## src/rtl/calc_pkg.sv

```systemverilog
// Shared calculator definitions: op codes, sequencer states, BCD digit width
// and a nibble validity helper.
package calc_pkg;

  localparam int unsigned DIGIT_W = 4;

  typedef enum logic [2:0] {
    OP_SUMA  = 3'd0,
    OP_RESTA = 3'd1,
    OP_MULT  = 3'd2,
    OP_DIV   = 3'd3
  } op_e;

  typedef enum logic [2:0] {
    IDLE,
    CHECK,
    EXEC,
    MUL_IT,
    DIV_IT,
    DONE
  } state_e;

  function automatic logic is_bcd(input logic [DIGIT_W-1:0] nib);
    return nib <= 4'd9;
  endfunction

endpackage

```

## src/rtl/bcd_addsub.sv

```systemverilog
// Combinational DIGITS-digit packed-BCD adder/subtractor; carry_borrow is the
// carry out of the top digit (add) or the final borrow (sub).
module bcd_addsub
  import calc_pkg::*;
#(
  parameter int unsigned DIGITS = 4
) (
  input  logic [DIGIT_W*DIGITS-1:0] a,
  input  logic [DIGIT_W*DIGITS-1:0] b,
  input  logic                      sub,
  output logic [DIGIT_W*DIGITS-1:0] y,
  output logic                      carry_borrow
);

  always_comb begin
    logic       c;
    logic [4:0] t;
    c = 1'b0;
    t = '0;
    y = '0;
    for (int unsigned i = 0; i < DIGITS; i++) begin
      if (sub) begin
        t = {1'b0, a[i*DIGIT_W +: DIGIT_W]} - {1'b0, b[i*DIGIT_W +: DIGIT_W]} - {4'b0, c};
        c = t[4];
        if (c) t = t + 5'd10;
      end else begin
        t = {1'b0, a[i*DIGIT_W +: DIGIT_W]} + {1'b0, b[i*DIGIT_W +: DIGIT_W]} + {4'b0, c};
        c = (t > 5'd9);
        if (c) t = t - 5'd10;
      end
      y[i*DIGIT_W +: DIGIT_W] = t[3:0];
    end
    carry_borrow = c;
  end

endmodule

```

## src/rtl/alu_sequencer.sv

```systemverilog
// BCD arithmetic sequencer: SUMA/RESTA in one pass, MULT/DIV iterated through
// one shared bcd_addsub. DIV support is built only when ALU_SEQ_DIV_EN is defined.
module alu_sequencer
  import calc_pkg::*;
#(
  parameter int unsigned DIGITS = 4
) (
  input  logic                      clk,
  input  logic                      reset_in,
  input  logic                      start,
  input  logic                      abort,
  input  logic [2:0]                op_code,
  input  logic [DIGIT_W*DIGITS-1:0] lhs,
  input  logic [DIGIT_W*DIGITS-1:0] rhs,
  output logic                      busy,
  output logic                      done,
  output logic [DIGIT_W*DIGITS-1:0] result,
  output logic [DIGIT_W*DIGITS-1:0] remainder,
  output logic                      neg,
  output logic                      error
);

  localparam int unsigned W = DIGIT_W * DIGITS;

  state_e       state_q, state_d;
  logic [2:0]   op_q, op_d;
  logic [W-1:0] a_q, a_d, b_q, b_d;
  logic [W-1:0] acc_q, acc_d, cnt_q, cnt_d;
  logic [W-1:0] result_q, result_d;
  logic         neg_q, neg_d, error_q, error_d;
  logic         busy_q, busy_d, done_q, done_d;

  logic [W-1:0] add_a, add_b, add_y;
  logic         add_sub, add_cb, swap;

`ifdef ALU_SEQ_DIV_EN
  logic [W-1:0] rem_q, rem_d, quo_q, quo_d;
  logic [W-1:0] remainder_q, remainder_d;
`endif

  function automatic logic all_bcd(input logic [W-1:0] v);
    logic ok;
    ok = 1'b1;
    for (int unsigned i = 0; i < DIGITS; i++) ok = ok & is_bcd(v[i*DIGIT_W +: DIGIT_W]);
    return ok;
  endfunction

  function automatic logic op_legal(input logic [2:0] op);
`ifdef ALU_SEQ_DIV_EN
    return (op == OP_SUMA) || (op == OP_RESTA) || (op == OP_MULT) || (op == OP_DIV);
`else
    return (op == OP_SUMA) || (op == OP_RESTA) || (op == OP_MULT);
`endif
  endfunction

  function automatic logic [W-1:0] bcd_dec(input logic [W-1:0] v);
    logic [W-1:0] r;
    logic         bw;
    r  = v;
    bw = 1'b1;
    for (int unsigned i = 0; i < DIGITS; i++) begin
      if (bw) begin
        if (v[i*DIGIT_W +: DIGIT_W] == 4'd0) begin
          r[i*DIGIT_W +: DIGIT_W] = 4'd9;
        end else begin
          r[i*DIGIT_W +: DIGIT_W] = v[i*DIGIT_W +: DIGIT_W] - 4'd1;
          bw = 1'b0;
        end
      end
    end
    return r;
  endfunction

`ifdef ALU_SEQ_DIV_EN
  function automatic logic [W-1:0] bcd_inc(input logic [W-1:0] v);
    logic [W-1:0] r;
    logic         c;
    r = v;
    c = 1'b1;
    for (int unsigned i = 0; i < DIGITS; i++) begin
      if (c) begin
        if (v[i*DIGIT_W +: DIGIT_W] == 4'd9) begin
          r[i*DIGIT_W +: DIGIT_W] = 4'd0;
        end else begin
          r[i*DIGIT_W +: DIGIT_W] = v[i*DIGIT_W +: DIGIT_W] + 4'd1;
          c = 1'b0;
        end
      end
    end
    return r;
  endfunction
`endif

  // Packed BCD orders like binary, so a plain compare picks the larger
  // operand and RESTA yields its magnitude in a single adder pass.
  assign swap = (a_q < b_q);

  always_comb begin
    add_a   = acc_q;
    add_b   = a_q;
    add_sub = 1'b0;
    unique case (state_q)
      EXEC: begin
        if (op_q == OP_RESTA) begin
          add_sub = 1'b1;
          add_a   = swap ? b_q : a_q;
          add_b   = swap ? a_q : b_q;
        end else begin
          add_a = a_q;
          add_b = b_q;
        end
      end
`ifdef ALU_SEQ_DIV_EN
      DIV_IT: begin
        add_a   = rem_q;
        add_b   = b_q;
        add_sub = 1'b1;
      end
`endif
      default: ;
    endcase
  end

  bcd_addsub #(.DIGITS(DIGITS)) u_addsub (
    .a            (add_a),
    .b            (add_b),
    .sub          (add_sub),
    .y            (add_y),
    .carry_borrow (add_cb)
  );

  always_comb begin
    state_d  = state_q;
    op_d     = op_q;
    a_d      = a_q;
    b_d      = b_q;
    acc_d    = acc_q;
    cnt_d    = cnt_q;
    result_d = result_q;
    neg_d    = neg_q;
    error_d  = error_q;
`ifdef ALU_SEQ_DIV_EN
    rem_d       = rem_q;
    quo_d       = quo_q;
    remainder_d = remainder_q;
`endif
    unique case (state_q)
      IDLE: begin
        if (start) begin
          a_d     = lhs;
          b_d     = rhs;
          op_d    = op_code;
          state_d = CHECK;
        end
      end
      CHECK: begin
        if (!all_bcd(a_q) || !all_bcd(b_q) || !op_legal(op_q) ||
            ((op_q == OP_DIV) && (b_q == '0))) begin
          result_d = '0;
          neg_d    = 1'b0;
          error_d  = 1'b1;
          state_d  = DONE;
        end else if (op_q == OP_MULT) begin
          acc_d   = '0;
          cnt_d   = b_q;
          state_d = MUL_IT;
        end
`ifdef ALU_SEQ_DIV_EN
        else if (op_q == OP_DIV) begin
          rem_d   = a_q;
          quo_d   = '0;
          state_d = DIV_IT;
        end
`endif
        else begin
          state_d = EXEC;
        end
      end
      EXEC: begin
        neg_d   = 1'b0;
        error_d = 1'b0;
        state_d = DONE;
        if (op_q == OP_RESTA) begin
          neg_d    = swap;
          result_d = add_y;
        end else if (add_cb) begin
          error_d  = 1'b1;
          result_d = '0;
        end else begin
          result_d = add_y;
        end
      end
      MUL_IT: begin
        if (cnt_q == '0) begin
          result_d = acc_q;
          neg_d    = 1'b0;
          error_d  = 1'b0;
          state_d  = DONE;
        end else if (add_cb) begin
          result_d = '0;
          neg_d    = 1'b0;
          error_d  = 1'b1;
          state_d  = DONE;
        end else begin
          acc_d = add_y;
          cnt_d = bcd_dec(cnt_q);
        end
      end
`ifdef ALU_SEQ_DIV_EN
      DIV_IT: begin
        if (add_cb) begin
          result_d    = quo_q;
          remainder_d = rem_q;
          neg_d       = 1'b0;
          error_d     = 1'b0;
          state_d     = DONE;
        end else begin
          rem_d = add_y;
          quo_d = bcd_inc(quo_q);
        end
      end
`endif
      DONE:    state_d = IDLE;
      default: state_d = IDLE;
    endcase

`ifdef ALU_SEQ_DIV_EN
    // Every completion except a successful divide reports a zero remainder.
    if ((state_d == DONE) && (state_q != DIV_IT)) remainder_d = '0;
    if (abort) remainder_d = '0;
`endif
    if (abort) begin
      state_d  = IDLE;
      result_d = '0;
      neg_d    = 1'b0;
      error_d  = 1'b0;
    end

    busy_d = state_d inside {CHECK, EXEC, MUL_IT, DIV_IT};
    done_d = (state_d == DONE);
  end

  always_ff @(posedge clk) begin
    if (!reset_in) begin
      state_q  <= IDLE;
      op_q     <= '0;
      a_q      <= '0;
      b_q      <= '0;
      acc_q    <= '0;
      cnt_q    <= '0;
      result_q <= '0;
      neg_q    <= 1'b0;
      error_q  <= 1'b0;
      busy_q   <= 1'b0;
      done_q   <= 1'b0;
`ifdef ALU_SEQ_DIV_EN
      rem_q       <= '0;
      quo_q       <= '0;
      remainder_q <= '0;
`endif
    end else begin
      state_q  <= state_d;
      op_q     <= op_d;
      a_q      <= a_d;
      b_q      <= b_d;
      acc_q    <= acc_d;
      cnt_q    <= cnt_d;
      result_q <= result_d;
      neg_q    <= neg_d;
      error_q  <= error_d;
      busy_q   <= busy_d;
      done_q   <= done_d;
`ifdef ALU_SEQ_DIV_EN
      rem_q       <= rem_d;
      quo_q       <= quo_d;
      remainder_q <= remainder_d;
`endif
    end
  end

  assign busy   = busy_q;
  assign done   = done_q;
  assign result = result_q;
  assign neg    = neg_q;
  assign error  = error_q;
`ifdef ALU_SEQ_DIV_EN
  assign remainder = remainder_q;
`else
  assign remainder = '0;
`endif

endmodule

```

## config.mk

```make
export PLATFORM = sky130hd
export DESIGN_NAME = alu_sequencer
export DESIGN_NICKNAME = d
export VERILOG_FILES = /design/src/rtl/calc_pkg.sv /design/src/rtl/bcd_addsub.sv /design/src/rtl/alu_sequencer.sv
export SDC_FILE = /design/constraint.sdc
export NUM_CORES = 1
export LEC_CHECK = 0
export CELL_PAD_IN_SITES_DETAIL_PLACEMENT = 1
export CELL_PAD_IN_SITES_GLOBAL_PLACEMENT = 2
export CORE_MARGIN = 2
export CORE_UTILIZATION = 33
export DETAILED_ROUTE_END_ITERATION = 10
export PLACE_DENSITY = 0.85
export SYNTH_ARGS = -nofsm -noshare
export SYNTH_HDL_FRONTEND = slang
export SYNTH_HIERARCHICAL = 1
export SYNTH_SLANG_ARGS = --single-unit
```

## constraint.sdc

```tcl
create_clock -name clk -period 17.9 [get_ports clk]
set_clock_uncertainty 0.2 [all_clocks]
set_input_delay 2.685 -clock clk [delete_from_list [all_inputs] [get_ports clk]]
set_output_delay 2.685 -clock clk [all_outputs]
set_load 0.05 [all_outputs]
```

Word-level counts from Yosys, hierarchy flattened
Index checks and enable logic that the tools add are counted.
- $add $sub $neg: 26
- reductions and logical operators: 27
- bitwise operators: 7
- eq/ne operators: 20
- order comparisons: 13
- mux-type cells: 79
- operators with widths (operator ; number):
    $mux W16 ; 19
    $mux W4 ; 19
    $pmux W16 S2 ; 2
    $pmux W16 S3 ; 1
    $le A4 B4 Y1 const B ; 8
    $logic_not A16 Y1 ; 2
    $mux W1 ; 30
    $add A4 B4 Y5 ; 4
    $gt A5 B4 Y1 const B ; 4
    $sub A4 B4 Y5 ; 4
    $eq A3 B2 Y1 const B ; 6
    $reduce_and A6 Y1 ; 3
    $add A4 B4 Y4 const B ; 4
    $logic_not A4 Y1 ; 4
    $lt A16 B16 Y1 ; 1
    $ne A2 B2 Y1 const B ; 8
    $sub A4 B1 Y4 const B ; 4
    $sub A4 B4 Y4 const B ; 4
    $add A5 B1 Y5 ; 3
    $mux W3 ; 5
    $sub A5 B1 Y5 ; 3
    $pmux W3 S4 ; 1
    $eq A3 B1 Y1 const B ; 3
    $and A1 B1 Y1 ; 6
    other kinds (15) ; 24
- logic and storage cells: 186
- input bits: 39
- bits in registers: 90

Longest topological paths before layout
Gate-level depths: netlist of the first run.
- word-level depth: 31
- depth in mapped cells: 50
- depth with buffers taken out: 47

By module
The synthesis of the first run kept the hierarchy.
- modules (own cells, without submodules) (module ; sequential area each (sq um) ; times used ; cells an instance ; area an instance (sq um)):
    alu_sequencer ; 1801.7 ; 1 ; 607 ; 4867.2
    bcd_addsub ; 0.0 ; 1 ; 284 ; 2228.4

Worst setup path before layout of the first run
Ideal clock, no wire load.
- path kind: reg-to-reg
- start point: reg b_q[13]
- end point: reg cnt_q[8]
- path buffers: 2
- path slack: 8.072 ns
- arrival time: 9.553 ns
- stages on the path, launching flop included: 50
- data required time: 17.625 ns
- cell sequence: dfxtp_1 > inv_1 > ha_1 > a211o_1 > a211o_1 > a211oi_2 > o41ai_1 > buf_6 > and2_4 > buf_6 > mux2_2 > ha_1 > inv_1 > fa_1 > xnor2_1 > ha_1 > nand2_1 > a311oi_1 > (+14 left out) > xnor2_1 > inv_1 > ha_1 > nand2_1 > o211ai_1 > a22oi_1 > inv_1 > fa_1 > inv_1 > fa_1 > inv_1 > ha_1 > a221oi_2 > o31a_1 > o31ai_2 > nand3_1 > or3_1 > a31oi_1
- cells in the longest elaborated chain, start to end: 18
- elaborated cells between the ends (all ways): 40
- those cells by class: add/sub (14); order compare (6); eq/ne (2); mux (10); bitwise (1); reduce/logical (7)
- RTL lines (item ; RTL line ; text):
    start: declaration ; alu_sequencer.sv:27 ; logic [W-1:0] a_q, a_d, b_q, b_d;
    start signal: assignment ; alu_sequencer.sv:248 ; b_q <= '0;
    start signal: assignment ; alu_sequencer.sv:265 ; b_q <= b_d;
    $lt A16 B16 Y1 (*) ; alu_sequencer.sv:96 ; assign swap = (a_q < b_q);
    $mux W16 (*) ; alu_sequencer.sv:107 ; add_b = swap ? a_q : b_q;
    $mux W16 (*) ; alu_sequencer.sv:104 ; if (op_q == OP_RESTA) begin
    $mux W16 (*) ; alu_sequencer.sv:102 ; unique case (state_q)
    via add_b[0] ; alu_sequencer.sv:33 ; logic [W-1:0] add_a, add_b, add_y;
    $add A4 B4 Y5 ; bcd_addsub.sv:27 ; t = {1'b0, a[i*DIGIT_W +: DIGIT_W]} + {1'b0, b[i*DIGIT_W +: DIGIT_W]} + {4'b0, c};
    $gt A5 B4 Y1 ; bcd_addsub.sv:28 ; c = (t > 5'd9);
    $mux W1 (*) ; bcd_addsub.sv:22 ; if (sub) begin
    (+4 left out) ; -- ;
    $gt A5 B4 Y1 ; bcd_addsub.sv:28 ;
    $mux W1 (*) ; bcd_addsub.sv:22 ;
    $add A5 B1 Y5 ; bcd_addsub.sv:27 ;
    $gt A5 B4 Y1 ; bcd_addsub.sv:28 ;
    $mux W1 (*) ; bcd_addsub.sv:22 ;
    via add_cb ; alu_sequencer.sv:34 ; logic add_sub, add_cb, swap;
    $ne A2 B2 Y1 (no line) (*) ; -- ;
    $reduce_and A6 Y1 (no line) (*) ; -- ;
    end signal: assignment ; alu_sequencer.sv:267 ; cnt_q <= cnt_d;
    end: declaration ; alu_sequencer.sv:28 ; logic [W-1:0] acc_q, acc_d, cnt_q, cnt_d;
Mark *: on every way through the listed nets, which the timed path passes. The rest lies on a longest branch.
A chain may end at the register's enable or synchronous reset.

Final worst setup path of the first run
- start point: reg b_q[13]
- end point: reg cnt_q[0]
- cells in the longest elaborated chain, start to end: 18
- elaborated cells between the ends (all ways): 40
- those cells by class: add/sub (14); order compare (6); eq/ne (2); mux (10); bitwise (1); reduce/logical (7)
- RTL lines (item ; RTL line):
    $lt A16 B16 Y1 (*) ; alu_sequencer.sv:96
    $mux W16 (*) ; alu_sequencer.sv:107
    $mux W16 (*) ; alu_sequencer.sv:104
    $mux W16 (*) ; alu_sequencer.sv:102
    via add_b[0] ; alu_sequencer.sv:33
    $add A4 B4 Y5 ; bcd_addsub.sv:27
    $gt A5 B4 Y1 ; bcd_addsub.sv:28
    $mux W1 (*) ; bcd_addsub.sv:22
    (+4 left out) ; --
    $gt A5 B4 Y1 ; bcd_addsub.sv:28
    $mux W1 (*) ; bcd_addsub.sv:22
    $add A5 B1 Y5 ; bcd_addsub.sv:27
    $gt A5 B4 Y1 ; bcd_addsub.sv:28
    $mux W1 (*) ; bcd_addsub.sv:22
    via add_cb ; alu_sequencer.sv:34
    $ne A2 B2 Y1 (no line) (*) ; --
    $reduce_and A5 Y1 (no line) (*) ; --
Marks and branches as above.

==> results of run 1 <==
## logic make-up after synthesis
| group | synth area share (%) |
|---|---|
| mux | 6.91 |
| compound gates | 21.3 |
| fa+ha+maj | 14.2 |
| simple gates | 21.2 |
| xor+xnor | 2.66 |
| buf+inv | 8.34 |
| other cells | 0.0528 |
| flops | 25.4 |
## layout make-up
type / count / share of cell area, %
timing repair buffer: 66 / 7.88
clock buffer: 10 / 2.94
inverter: 68 / 3.14
tap: 275 / 4.23
clock inverter: 6 / 0.877
multi-input combinational: 686 / 58.8
sequential: 90 / 22.2
## worst max-delay path by stage
| stage | from | depth (start not counted) | slack, ns | to |
|---|---|---|---|---|
| 3_3_place_gp | b_q[13] | 48 | 6.67 | cnt_q[0] |
| 4_1_cts | b_q[13] | 48 | 6.23 | cnt_q[0] |
| 3_5_place_dp | b_q[13] | 48 | 6.25 | cnt_q[0] |
| 5_1_grt | b_q[1] | 48 | 5.30 | cnt_q[0] |
| 2_1_floorplan | b_q[13] | 49 | 8.07 | cnt_q[8] |
| 6_report | b_q[13] | 48 | 6.29 | cnt_q[0] |
## power by group through the flow
stage / clock network [uW] / logic (uW) / registers, uW
after floorplan: 0 / 110 / 217
after global placement: 0 / 144 / 220
after detailed placement: 0 / 147 / 220
after CTS: 210 / 148 / 215
after global routing: 218 / 165 / 216
final: 206 / 148 / 215
## layer usage
metal,vias up,wire (um),part of all wire [%]
met5,-,0,0
met3,22,732,3.4
met1,3093,10300,48
met4,0,358,1.7
li1,3171,-,-
met2,115,9980,47
## through the flow
step                      util (%)  power, uW
after global routing          38.5        600
final                         38.5        568
after global placement        37.1        364
after CTS                     38.5        574
after floorplan                  -        327
after detailed placement      37.1        367
## sequential cells by signal (all words and copies together), names as in the netlist
| name | count |
|---|---|
| state_q | 3 |
| cnt_q | 16 |
| acc_q | 16 |
| done | 1 |
| error | 1 |
| op_q | 3 |
| result | 16 |
| neg | 1 |
| b_q | 16 |
| busy | 1 |
| a_q | 16 |
## worst max-delay path: cells and delay by family, from the launching register on
family | cells | cell delay (ns)
XOR/XNOR | 3 | 0.61
AND/OR/NAND/NOR | 6 | 1.77
adder cells (fa/ha/maj) | 13 | 3.79
flip-flops | 1 | 0.41
buffers and inverters | 11 | 1.07
AO/OA/AOI/OAI | 14 | 3.40
multiplexers | 1 | 0.27
## cells in the final DEF (no fill, tap or decap), types with 9 or more instances in the layout
cell type        count
a22oi_1             18
o211ai_1            10
clkdlybuf4s50_1     58
o2bb2ai_1           16
clkbuf_16            9
dfxtp_1             90
nand2b_1            12
nand3_1             32
ha_1                58
a21oi_1             93
nor3_1              18
o21ai_0             35
conb_1              16
nor2_1              43
xor2_1              11
mux2i_1             25
mux2_4              10
or3_1                9
inv_1               66
nand2_1            126
fa_1                14
==> flow_summary.ini, run 1 <==
[worst_setup_path]
critPathLaunchType = register
crit_required_ns = 17.99
r2r_cells = 48
path_max_fanout = 22
max_stage_delay_ns = 0.65
ff2ff_setup_slack_ns = 6.29
crit_top_cell = inv_1
r2r_start = b_q[13]
end_kind = register
arrival_ns = 11.69
path_class = register to register
r2r_end = cnt_q[0]
crit_slowest_cell = nand2_1

[routing]
drt_iter0_markers = 327
wire_per_inst_um = 17.8
ant_nets = 0
drt-vias-per-instance = 5.33
vias = 6401
drc = 0
drt_first_pass_iters = 4
wl_mm = 21.3

[grt]
grt_use_met3_pct = 3.12
grt_max_degree = 64
first_global_vias = 6496
met2_usage_pct = 32.0
overflow = 0
grt_pass1_wl_mm = 34.5
gr-usage-met1_pct = 26.5
antenna_found_initial = 0
grtUsageTotal_pct = 19.5
grt_busiest_layer = met2

[timing]
final.period_utilization_pct = 64.8
setup_viol = 0
rsz0062_at_grt = no
hold_ws_ns = 0.261
final.setup.tns_ns = 0
worst_pin_slew_ns = 1.01
fin_crit_ns = 11.61
hold_viol = 0
setup_ws_ns = 6.29
relSlewSlack_pct = 32.9
fmax_ghz = 0.0862
slew_violations = 0

[synth]
syn_inst = 891
synth_top_area_share_pct = 25.4
seq_area_frac_synth_pct = 25.4
synth_edf_count = 0
ys_seq_elements = 90
synth.avg_cell_area_sq_um = 7.96
yosys_warnings = 6
yosysMostFrequentCell = nand2_1
synth_top_flop_cell = dfxtp_1
async_reset_ff_share_pct = 0
synth_cell_type_count = 75
synthTopCellsByArea = dfxtp_1 25%, ha_1 10%, nand2_1 6.7%
synth_area_sq_um = 7100
yosysTopAreaCell = dfxtp_1
synth_common_cells = 126 x nand2_1, 94 x a21oi_1, 90 x dfxtp_1, 66 x inv_1, 58 x ha_1

[min_path]
hp-class = register to register
hold_start = result[6]
worstHoldPathCells = 1
hold_end = result[6]

[clock_network]
numCtsBuffers = 9
cts_root_buf = clkbuf_16
cts_buffer_depth = 2
cts-htree-levels = 3
cts_tree = yes
clk_latency_ns = 0.36
cts_hold_buf = 0
cts.repair.resized = 0
clkSlewWorstSetupHoldPaths_ns = 0.07
clock_sinks = 90
post_cts_buffers = 0

[run]
cap_violations = 0

[floorplanning]
dieArea_sq_um = 22700
pin_count = 75
start_util_pct = 33.6
core_sq_um = 21100
row_count = 53
fp.dieW_um = 151
die_h_um = 151

[pwr]
power_frac_clock_pct = 36.2
p_leak_uw = 0.00317
power_frac_seq_pct = 37.9
share_comb_of_total_power_pct = 26.0
power_switching_uw = 188
p_per_area_nw_per_um2 = 69.9
netSwitchingFraction_pct = 33.1
peakVddDrop_mv = 0.0463
power.internal_uw = 380

[cells_and_area]
area_growth_pct = 14.6
stdcell_area_sq_um = 8130
drive_gt1_share_pct = 7.24
register_area_sq_um = 1800
fin_nets = 1032
fill_cells = 2589
multi_input_area_sq_um = 4780
diodes = 0
fin_cells = 1201

[place]
post_dp_cell_area_sq_um = 7820
gp_congestion = 0.857
dp_cells = 1185
hpwl_mm = 16.1
portBuffers = 58
dp_slack_ns = 6.25

[status]
outcome = finished, final reports clean
Power figures use the tool's default switching activity.
==> inputs of run 2 (changes only) <==
==> constraint.sdc (replaced) <==
create_clock -name clk -period 11.5 [get_ports clk]
set_clock_uncertainty 0.2 [all_clocks]
set_input_delay 1.725 -clock clk [delete_from_list [all_inputs] [get_ports clk]]
set_output_delay 1.725 -clock clk [all_outputs]
set_load 0.05 [all_outputs]
==> flow_summary.ini, run 2 (synthesis results as in run 1) <==
[pwr]
power_switching_uw = 297
power_frac_seq_pct = 38.1
power.internal_uw = 574
p_per_area_nw_per_um2 = 105
peakVddDrop_mv = 0.0670
share_comb_of_total_power_pct = 28.0
power.total_uw = 871
p_leak_uw = 0.00326
power_frac_clock_pct = 33.9
netSwitchingFraction_pct = 34.1

[grt]
antenna_found_initial = 0
overflow = 0
grtUsageTotal_pct = 19.8
grt_max_degree = 64
grt_pass1_wl_mm = 35.3
first_global_vias = 6487

[routing]
drc = 0
vias = 6533
ant_nets = 0
drt_first_pass_iters = 5
wl_mm = 21.7
wire_per_inst_um = 17.9
drt-vias-per-instance = 5.37
drt_iter0_markers = 395

[worst_setup_path]
max_stage_delay_ns = 0.43
crit_top_cell = inv_1
cp-startpoint = b_q[13]
crit_required_ns = 11.57
r2r_start = b_q[13]
critPathLaunchType = register
r2r_cells = 48
path_class = register to register
path_max_fanout = 16
arrival_ns = 10.87
r2r_end = cnt_q[12]
end_kind = register
ff2ff_setup_slack_ns = 0.71
crit_slowest_cell = fa_1

[timing]
setup_viol = 0
hold_ws_ns = 0.263
final.period_utilization_pct = 93.9
hold_viol = 0
slew_violations = 0
fin_crit_ns = 10.79
fmax_ghz = 0.0926
relSlewSlack_pct = 19.7
worst_pin_slew_ns = 1.19

[clock_network]
cts_hold_buf = 0
clk_latency_ns = 0.36
clock_sinks = 90
numCtsBuffers = 9
cts-htree-levels = 3
cts_root_buf = clkbuf_16
clkSlewWorstSetupHoldPaths_ns = 0.07
cts_tree = yes
cts_buffer_depth = 2

[min_path]
worstHoldPathCells = 1
hold_start = result[5]
hold_end = result[5]
hp-class = register to register

[floorplanning]
start_util_pct = 33.6
die_h_um = 151
pin_count = 75
dieArea_sq_um = 22700
fp.dieW_um = 151
row_count = 53
core_sq_um = 21100

[cells_and_area]
drive_gt1_share_pct = 9.87
fin_nets = 1048
mostFrequentLayoutCells = 125 x nand2_1, 93 x a21oi_1, 88 x dfxtp_1, 66 x inv_1
fill_cells = 2582
final_common_cell = nand2_1
diodes = 0
area_growth_pct = 16.9

[run]
cap_violations = 0

[place]
portBuffers = 58
gp_congestion = 0.867
hpwl_mm = 16.7

[status]
outcome = finished, final reports clean
## run 2: repair_timing
item                                    4_1_cts  5_1_grt
endpoints found under the setup margin        0       53
setup buffers                                 0        1
gates resized for setup                       0       18
## run 2: worst max path at each step
stage                      to  slack, ns  depth (start not counted)
finish              cnt_q[12]       0.71                         48
global route        cnt_q[12]     -0.003                         48
CTS                  cnt_q[0]       0.03                         42
detailed placement   cnt_q[0]       0.06                         44
global placement     cnt_q[0]       0.45                         43
floorplan            cnt_q[8]       1.67                         49
## run 2: critical path: cells and delay by family, from the launching register on
kind            cells  cell delay [ns]
compound gates     14             3.20
xor+xnor            3             0.55
fa+ha+maj          13             3.82
buf+inv            11             1.00
flops               1             0.39
mux                 1             0.27
simple gates        6             1.27
## run 2: cell type report
cell class / instances / area (sq um) / area share (%)
tap: 275 / 344 / 4.15
timing repair buffer: 82 / 761 / 9.17
sequential: 90 / 1800 / 21.7
clock buffer: 11 / 243 / 2.93
inverter: 68 / 255 / 3.08
multi-input combinational: 686 / 4850 / 58.5
clock inverter: 5 / 37.5 / 0.452
## run 2: power groups by stage
| stage | Combinational (uW) | Sequential [uW] | Clock, uW |
|---|---|---|---|
| final | 244 | 332 | 295 |
| after global routing | 272 | 333 | 312 |
| after CTS | 240 | 332 | 301 |
| after detailed placement | 239 | 339 | 0 |
| after global placement | 234 | 339 | 0 |
| after floorplan | 172 | 337 | 0 |
## run 2: per-layer routing
metal | GRT usage, % | wire, um
met1 | 28.3 | 10900
met2 | 31.4 | 9870
met3 | 2.88 | 559
met4 | 4.53 | 395
met5 | 0 | 0
## run 2: metrics by stage
stage	utilization (%)	setup WS [ns]	setup TNS (ns)	cells	instance area [sq um]
final	39.3	0.705	0	1217	8300
after global routing	39.3	-0.00279	-0.00279	1217	8300
after CTS	38.9	0.0273	0	1216	8200
after detailed placement	37.6	0.0617	0	1200	7920
after global placement	37.6	0.453	0	1200	7920
after floorplan	-	1.67	0	906	7150
